**config.mk**
```make
export PLATFORM = sky130hd
export DESIGN_NAME = uart_rx_msg
export DESIGN_NICKNAME = d
export VERILOG_FILES = /design/src/rtl/uart_rx_msg.sv
export SDC_FILE = /design/constraint.sdc
export NUM_CORES = 1
export LEC_CHECK = 0
export BUFFER_PORTS_ARGS = -buffer_cell sky130_fd_sc_hd__buf_2
export CAP_MARGIN = 20
export CORE_ASPECT_RATIO = 1.1
export CORE_UTILIZATION = 53
export CTS_CLUSTER_SIZE = 25
export DETAILED_ROUTE_END_ITERATION = 6
export PLACE_DENSITY = 0.72
export SETUP_SLACK_MARGIN = 0.15
export SLEW_MARGIN = 20
export SYNTH_ARGS = -nofsm -noshare
export SYNTH_HDL_FRONTEND = slang
export SYNTH_SLANG_ARGS = --single-unit
```
**constraint.sdc**
```tcl
create_clock -name clk -period 4.2 [get_ports clk]
set_clock_uncertainty 0.05 [all_clocks]
set_input_delay 0.42 -clock clk [delete_from_list [all_inputs] [get_ports clk]]
set_output_delay 0.42 -clock clk [all_outputs]
set_load 0.05 [all_outputs]
```
**src/rtl/uart_rx_msg.sv**
```systemverilog
// 8N1 serial receiver: two-flop input synchroniser, mid-bit sampling, framing-error
// reporting and a break state that absorbs a line held low after a bad stop bit.
module uart_rx_msg #(
    parameter int CLKS_PER_BIT = 1042
) (
    input  logic       clk,
    input  logic       rst,
    input  logic       rx_serial,
    output logic [7:0] rx_byte,
    output logic       rx_ready,
    output logic       framing_err,
    output logic       busy
);

    localparam int CW = $clog2(CLKS_PER_BIT);
    localparam int H  = CLKS_PER_BIT / 2;
    localparam logic [CW-1:0] CNT_LAST = CW'(CLKS_PER_BIT - 1);
    localparam logic [CW-1:0] CNT_HALF = CW'(H - 1);

    typedef enum logic [2:0] {
        S_IDLE,
        S_START,
        S_DATA,
        S_STOP,
        S_BREAK
    } state_t;

    state_t        state_reg, state_next;
    logic [1:0]    sync_reg;
    logic          rx_s;
    logic [CW-1:0] cnt_reg, cnt_next;
    logic [2:0]    idx_reg, idx_next;
    logic [7:0]    sh_reg, sh_next;
    logic [7:0]    byte_reg, byte_next;
    logic          ready_reg, ready_next;
    logic          ferr_reg, ferr_next;
    logic          bit_take;

    // rx_serial is asynchronous; only the second flop is ever looked at.
    always_ff @(posedge clk) begin
        if (rst) begin
            sync_reg <= 2'b11;
        end else begin
            sync_reg <= {sync_reg[0], rx_serial};
        end
    end

    assign rx_s = sync_reg[1];

    always_ff @(posedge clk) begin
        if (rst) begin
            state_reg <= S_IDLE;
            cnt_reg   <= '0;
            idx_reg   <= '0;
            sh_reg    <= '0;
            byte_reg  <= '0;
            ready_reg <= 1'b0;
            ferr_reg  <= 1'b0;
        end else begin
            state_reg <= state_next;
            cnt_reg   <= cnt_next;
            idx_reg   <= idx_next;
            sh_reg    <= sh_next;
            byte_reg  <= byte_next;
            ready_reg <= ready_next;
            ferr_reg  <= ferr_next;
        end
    end

    always_comb begin
        state_next = state_reg;
        cnt_next   = cnt_reg;
        idx_next   = idx_reg;
        byte_next  = byte_reg;
        ready_next = 1'b0;
        ferr_next  = 1'b0;
        bit_take   = 1'b0;
        case (state_reg)
            S_IDLE: begin
                cnt_next = '0;
                if (!rx_s) begin
                    state_next = S_START;
                end
            end
            S_START: begin
                if (cnt_reg == CNT_HALF) begin
                    cnt_next = '0;
                    // A start bit that is already high again at mid-bit was a glitch.
                    if (!rx_s) begin
                        state_next = S_DATA;
                        idx_next   = '0;
                    end else begin
                        state_next = S_IDLE;
                    end
                end else begin
                    cnt_next = cnt_reg + CW'(1);
                end
            end
            S_DATA: begin
                if (cnt_reg == CNT_LAST) begin
                    cnt_next = '0;
                    bit_take = 1'b1;
                    if (idx_reg == 3'd7) begin
                        state_next = S_STOP;
                    end else begin
                        idx_next = idx_reg + 3'd1;
                    end
                end else begin
                    cnt_next = cnt_reg + CW'(1);
                end
            end
            S_STOP: begin
                if (cnt_reg == CNT_LAST) begin
                    cnt_next = '0;
                    if (rx_s) begin
                        byte_next  = sh_reg;
                        ready_next = 1'b1;
                        state_next = S_IDLE;
                    end else begin
                        ferr_next  = 1'b1;
                        state_next = S_BREAK;
                    end
                end else begin
                    cnt_next = cnt_reg + CW'(1);
                end
            end
            S_BREAK: begin
                cnt_next = '0;
                if (rx_s) begin
                    state_next = S_IDLE;
                end
            end
            default: begin
                state_next = S_IDLE;
                cnt_next   = '0;
            end
        endcase
    end

    // Each shift-register bit loads only when its own index is being sampled.
    generate
        for (genvar gi = 0; gi < 8; gi++) begin : g_sh
            assign sh_next[gi] = (bit_take && (idx_reg == 3'(gi))) ? rx_s : sh_reg[gi];
        end
    endgenerate

    assign rx_byte     = byte_reg;
    assign rx_ready    = ready_reg;
    assign framing_err = ferr_reg;
    assign busy        = (state_reg != S_IDLE);

endmodule

```
==> results of run 1 <==
-- through the flow --
| stage | total power (W) | instances |
|---|---|---|
| after global placement | 0.000385 | 260 |
| after floorplan | 0.000382 | 213 |
| final | 0.000546 | 266 |
| after CTS | 0.000551 | 266 |
| after global routing | 0.000566 | 266 |
| after detailed placement | 0.000387 | 260 |
-- worst max-delay path: cells and delay by family (launching register included) --
| kind | cells | cell delay (ns) |
|---|---|---|
| compound gates | 1 | 0.86 |
| fa+ha+maj | 1 | 0.20 |
| flops | 1 | 0.45 |
| simple gates | 3 | 0.78 |
-- worst paths after layout --
| kind | end |
|---|---|
| worst min-delay path | sync_reg[0] |
| worst max register to register | cnt_reg[9] |
| worst min register to register | sync_reg[1] |
| worst max-delay path | cnt_reg[9] |
-- layout make-up --
class,count,share of cell area [%]
multi-input combinational,153,52.3
timing repair buffer,13,3.29
clock inverter,1,0.253
tap,48,3.04
sequential,37,37.5
inverter,9,1.71
clock buffer,5,1.90
-- power breakdown --
group | total [W] | internal, W | switching (W)
Sequential | 0.000356 | 0.000352 | 0.00000349
Clock | 0.000168 | 0.0000581 | 0.000110
Combinational | 0.0000225 | 0.00000675 | 0.0000157
-- layer usage --
| metal | vias up | wire length [um] | part of all wire [%] |
|---|---|---|---|
| met4 | 0 | 60 | 1.6 |
| met5 | - | 0 | 0 |
| met1 | 727 | 1740 | 46 |
| li1 | 776 | - | - |
| met2 | 19 | 1890 | 50 |
| met3 | 8 | 88 | 2.3 |
-- synth_stat cells --
cell,instances
dfxtp_1,37
a21oi_1,17
nor3_1,15
nand2_1,12
nand3_1,11
clkbuf_1,9
ha_1,9
inv_1,9
nand4_1,8
o31ai_1,8
nand2b_1,7
nor2_1,7
o21ai_0,7
or3_1,7
xnor2_1,7
mux2i_1,5
a31oi_1,4
nor4_1,4
buf_2,3
nor3b_1,3
or2_2,3
and4b_1,2
nand4_2,2
nor2b_1,2
xor2_1,2
a2111oi_4,1
a211oi_1,1
a22oi_1,1
and4_1,1
and4bb_2,1
buf_4,1
buf_6,1
nand3b_1,1
nor3_4,1
nor3b_2,1
nor4b_1,1
o21a_1,1
or4_1,1
-- cells by family (layout without fill, tap and decap cells) --
family | after synthesis | after routing | synth area share, %
fa+ha+maj | 9 | 9 | 6.00
simple gates | 90 | 90 | 28.6
buf+inv | 23 | 28 | 5.40
flops | 37 | 37 | 39.5
mux | 5 | 5 | 2.67
compound gates | 40 | 40 | 13.6
xor+xnor | 9 | 9 | 4.20
==> results summary, run 1 <==
The worst setup slack before clock tree synthesis came out at 1.69 ns. The global-route usage over all layers is 22.6%. The maximum number of pins on one net before global-route repair came out at 30.

The smallest clock period supported by the final layout is computed as 2.48 ns. The count of nets left with antenna violations once routing finished came out at 0. The maximum level of the CTS H-tree came out at 2.

Synthesis handed over a netlist of 213 instances. The signal on the critical path passes through ha_1 -> and4b_1 -> nand4_2 -> a22oi_1 -> nor3_1. The power per cell area came out at 276 nW/um^2. The detailed router finished its first iteration with 84 violations. The met2 global-route usage is 39.1%. The CTS sink count came out at 37. The worst endpoint data arrival time came out at 2.62 ns. The critical path in this run is classified as flop to flop. The overall routed net length is 3.77 mm. For met3 alone, demand over resource in global routing was 4.86%. The top cell types in the final layout, fill and taps aside, are dfxtp_1, a21oi_1, nor3_1. The count of final hold-check violations came out at 0. The number of buffers inserted by post-CTS setup repair is 0.

The slew at the pin closest to its max-slew limit came out at 0.885 ns. After legalization and detailed placement, the total HPWL measured 2.73 mm. The die covers 3780 sq um. The most common library cell in the layout ignoring fill and taps is dfxtp_1. The total inserted antenna cells is 0. At the end of routability-driven placement, the weighted congestion stood at 0.827. The count of state elements after synthesis is 37. The run finished with clean final reports. For this run, design rule violations remaining after detail routing come to 0. TritonCTS built the clock tree. The final non-filler cell area is 1980 sq um. The net count of the finished layout is 231.

The layout cell share with drive strength beyond 1 is 12.8%. The maximum number of buffers from clock root to sink is 2. The worst min-delay path class is input pin to flop. The combined area of the multi-input logic cells came out at 1030 sq um.

The via count of the first global-routing pass is 1457. Ranked by total cell area, the synthesized netlist is headed by dfxtp_1, ha_1, a21oi_1. The flip-flop count of the largest register, all copies and words added came out at 11. The wire length of the first global-routing pass came out at 6.49 mm. The clock-pin slew on the worst setup and hold paths is 0.10 ns.

The area growth from synthesis to layout is 5.34%. At the worst endpoint, the required time is 4.34 ns. The number of inserted filler cells in the final layout is 320.

The die boundary width is 58.7 um. Setup violations remaining at the end of the flow were counted as 0. Across all register-to-register paths, the minimum setup slack is 1.72 ns.

The static leakage power came out at 0.660 nW. The final sum of negative setup slack is 0 ns. The initial antenna violation count came to 0. The iteration count of the initial detailed-routing pass came out at 4. Along the worst hold path, the cell count comes to 2. The share of the clock period used by the worst path came out at 59.1%. Summing all flip-flop and latch instances after layout gives 741 sq um.

The total CTS buffers came out at 5. The endpoint type of the worst setup path is a flop. The slowest stage cell on the critical path is a22oi_1. For this run, the number of Yosys warnings is 0. The core utilization of the finished layout is 58.8%. The detailed router placed 1530 vias in this run. The distinct cell type count of the synthesized netlist is 38.

The smallest setup slack after layout is 1.72 ns. STA classifies the critical path startpoint as a flop. The startpoint identified for the worst register-to-register timing path is cnt_reg[0].

The worst pin sits at a relative slew slack of 41.0%. VDD sags by at most 182 uV. The proportion of netlist area held by the largest area contributor came out at 39.5%. On the final layout, the worst hold slack is 0.204 ns. The post-detailed-route via-to-cell ratio is 5.75. The number of max-slew violations in the final report is 0. The depth of the most critical reg-to-reg path is 5.

In this run the most critical hold path is launched from rx_serial. Setup repair after global routing left no endpoint under its margin. The net count after synthesis came out at 225.

After detailed routing, the average wire length per cell comes to 14.2 um. The largest stage delay on the critical path came out at 0.86 ns. The clock insertion delay at the later pin of the skew report is 0.34 ns. The layer flagged by global routing as most heavily used is met2. From bottom edge to top edge, the die measures 64.4 um. The synthesized cell area is 1880 sq um. The largest fanout of any net on the critical path came out at 22. The root buffer cell chosen for the clock tree is clkbuf_4. The number of gates given a new drive strength after cts came out at 0.

Derived from the worst setup path, the maximum achievable clock frequency is 0.403 GHz. The overflow left after global routing is 0. The number of rows in the core area came out at 22. Once the floorplan was initialized, standard cells occupied 55.8% of the core. The hold buffer count at cts came out at 0.

The floorplan core area came out at 3360 sq um. The instance area at placement is 1930 sq um. The total of buffers placed on input and output ports is 13. The average cell area after synthesis is 8.81 sq um. The sequential element share of the synthesized area is 39.5%.

The cell taking the most area after synthesis is dfxtp_1. Global routing used 27.0% of the available met1 tracks. The number of violations of the max-capacitance limit came out at 0. The critical path startpoint is cnt_reg[0]. Pin placement for this block handled 14 I/O pins.
Note: power is estimated with default switching activity, not from simulation.
==> run 2: changes to the inputs <==
--- a/config.mk
+++ b/config.mk
@@ -11,7 +11,7 @@
 export CORE_UTILIZATION = 53
 export CTS_CLUSTER_SIZE = 25
 export DETAILED_ROUTE_END_ITERATION = 6
-export PLACE_DENSITY = 0.72
+export PLACE_DENSITY = 0.74
 export SETUP_SLACK_MARGIN = 0.15
 export SLEW_MARGIN = 20
 export SYNTH_ARGS = -nofsm -noshare
==> constraint.sdc (replaced) <==
create_clock -name clk -period 2.05 [get_ports clk]
set_clock_uncertainty 0.05 [all_clocks]
set_input_delay 0.205 -clock clk [delete_from_list [all_inputs] [get_ports clk]]
set_output_delay 0.205 -clock clk [all_outputs]
set_load 0.05 [all_outputs]
==> results summary, run 2 (same netlist as run 1, synthesis figures left out) <==
The static leakage power came out at 0.721 nW. The power per cell area is 567 nW/um^2. By startpoint and endpoint, the worst setup path is classified as flop to flop. The routing usage on met1 came out at 31.0%.

Setup total negative slack on the finished layout was measured at 0 ns. The area of the die is 3780 sq um. Measured along the y axis, the die boundary spans 64.4 um. The maximum number of pins on one net before global-route repair came out at 30. The number of max-slew violations in the final report is 0. The worst slew margin relative to its limit is 67.0%.

The via count of the first global-routing pass is 1390. After global routing the overflow that remains totals 0. The count of vias placed by the detailed router came out at 1598. The maximum number of buffers from clock root to sink is 2. The last weighted congestion value of the routability-driven placer came out at 0.849.

The layout cell share with drive strength beyond 1 came out at 21.0%. The worst path required time is 2.27 ns. The clock-pin slew on the worst setup and hold paths came out at 0.11 ns. The internal cell power came out at 0.000935 W. The final HPWL from detailed placement came out at 2.70 mm.

The finished cells cover 2140 sq um. The met3 layer usage reported by global route came out at 6.07%. Across the run, the number of max-cap violations was 0. The library cell used most frequently in the layout, excluding fill and tap cells, is dfxtp_1.

The time the worst path needs with I/O delays and setup is 1.82 ns. The area added between synthesis and finish came out at 14.3%. The number of clock buffers added by TritonCTS is 5. The worst setup slack before clock tree synthesis is 0.0572 ns. The worst voltage drop across the vdd grid came out at 355 uV. The count of pins on the block boundary came out at 14.

Once the floorplan was initialized, standard cells occupied 55.8% of the core. The wire length of the first global-routing pass came out at 6.44 mm. The antenna violation net count after detailed routing is 0.

The register cell area after layout is 751 sq um. The initial antenna violation count was 0. The CTS sink count is 37. The flip-flop count of the largest register, all copies and words added came out at 11. Setup repair after global routing could not meet its margin everywhere. The tightest min-delay check is of the input pin to flop type.

The share of total power in combinational logic is 4.1%. The total inserted antenna cells came out at 0. The run finished with clean final reports. Data arrives at the worst endpoint at 2.05 ns.

The iteration count of the initial detailed-routing pass came out at 4. STA classifies the critical path startpoint as a flop. The total of buffers placed on input and output ports is 13.

The slew at the pin closest to its max-slew limit came out at 0.493 ns. The post-detailed-route via-to-cell ratio came out at 5.77. The switching power total came out at 0.000280 W.

STA classifies the critical path endpoint as a flop. TritonCTS built the clock tree. The highest clock rate is 0.548 GHz. The total placed cells including tap cells came out at 266. The relative contribution of sequential cells to total power is 59.8%. The later pin in the worst-skew pair is clocked with a latency of 0.34 ns. The number of standard cells in the layout, taps in and fillers out came out at 277.

Of the total power, the share spent switching nets is 23.0%. The final routed wire length divided by cell count came out at 14.0 um. The number of nets at the end of the flow came out at 240.

The combined area of the multi-input logic cells came out at 1090 sq um. Of all nets on the critical path, the largest fanout is 3. The instance area at placement came out at 1980 sq um. The clock network burns 36.1% of the power. For this block, the routed nets add up to 3.89 mm of wire. The die boundary width is 58.7 um. In this run the number of H-tree levels came out at 2.

Across every metal layer, demand over resource in global routing totals 22.3%. The routing layer with the top usage in global route is met2. After layout, the design draws a total of 0.00121 W. The floorplan has 22 rows. In the routed design, unresolved DRC markers number 0. After layout, the worst path uses 89.0% of the clock period. The count of final hold-check violations came out at 0. The floorplan core area is 3360 sq um. After the first detailed-routing iteration, the DRC count stood at 49. The number of inserted filler cells in the final layout is 304. Leaving out fill and tap cells, the most frequent cells in the layout are dfxtp_1, a21oi_1, nor3_1. Setup violations remaining at the end of the flow were counted as 0.

The met2 global-route usage is 33.1%. Once routing completed, OpenROAD measured the worst setup slack at 0.226 ns. The buffer cell driving the clock tree root is clkbuf_4.
==> run 2: layer usage <==
metal,share of wire [%],vias up
li1,-,800
met1,50,760
met2,45,32
met3,4.3,6
met4,1.1,0
met5,0,-
==> run 2: critical path: stages, from the launching register on <==
cell and delay (ns):
dfxtp_4 0.37, ha_4 0.17, ha_4 0.17, nor4b_4 0.26, a21oi_2 0.10, a2111oi_4 0.40
mux2i_1 0.24
==> run 2: what timing repair did <==
action / CTS / global route
resized for setup: 1 / 16
hold buffers: 1 / 0
hold endpoints to repair: 1 / 0
buffers inserted: 0 / 2
pin swaps: 2 / 4
setup endpoints to repair: 3 / 16
==> run 2: path summary, 6_finish.rpt <==
check                                    to  slack (ns)         from  cells past startpoint
worst max-delay path             idx_reg[0]        0.23   idx_reg[0]                      6
worst max register to register   idx_reg[0]        0.23   idx_reg[0]                      6
worst min-delay path              sh_reg[0]        0.26          rst                      2
worst min register to register  sync_reg[1]        0.37  sync_reg[0]                      1
==> run 2: area by class of cell <==
type,instances,share of cell area [%]
sequential,37,35.0
clock inverter,1,0.234
tap,48,2.80
timing repair buffer,22,6.48
clock buffer,7,3.04
multi-input combinational,153,50.8
inverter,9,1.58
==> run 2: power by group through the flow <==
stage	Clock [W]	Sequential (W)	Combinational (W)
floorplan	0	0.000740	0.0000416
global placement	0	0.000745	0.0000487
detailed placement	0	0.000745	0.0000490
CTS	0.000452	0.000729	0.0000503
global route	0.000485	0.000728	0.0000552
finish	0.000438	0.000726	0.0000501
==> run 2: through the flow <==
| step | util [%] | hold WS [ns] |
|---|---|---|
| final | 63.8 | 0.262 |
| after global routing | 63.8 | 0.277 |
| after CTS | 61.5 | 0.253 |
| after floorplan | - | 0.259 |
| after detailed placement | 58.9 | 0.341 |
| after global placement | 58.9 | 0.342 |
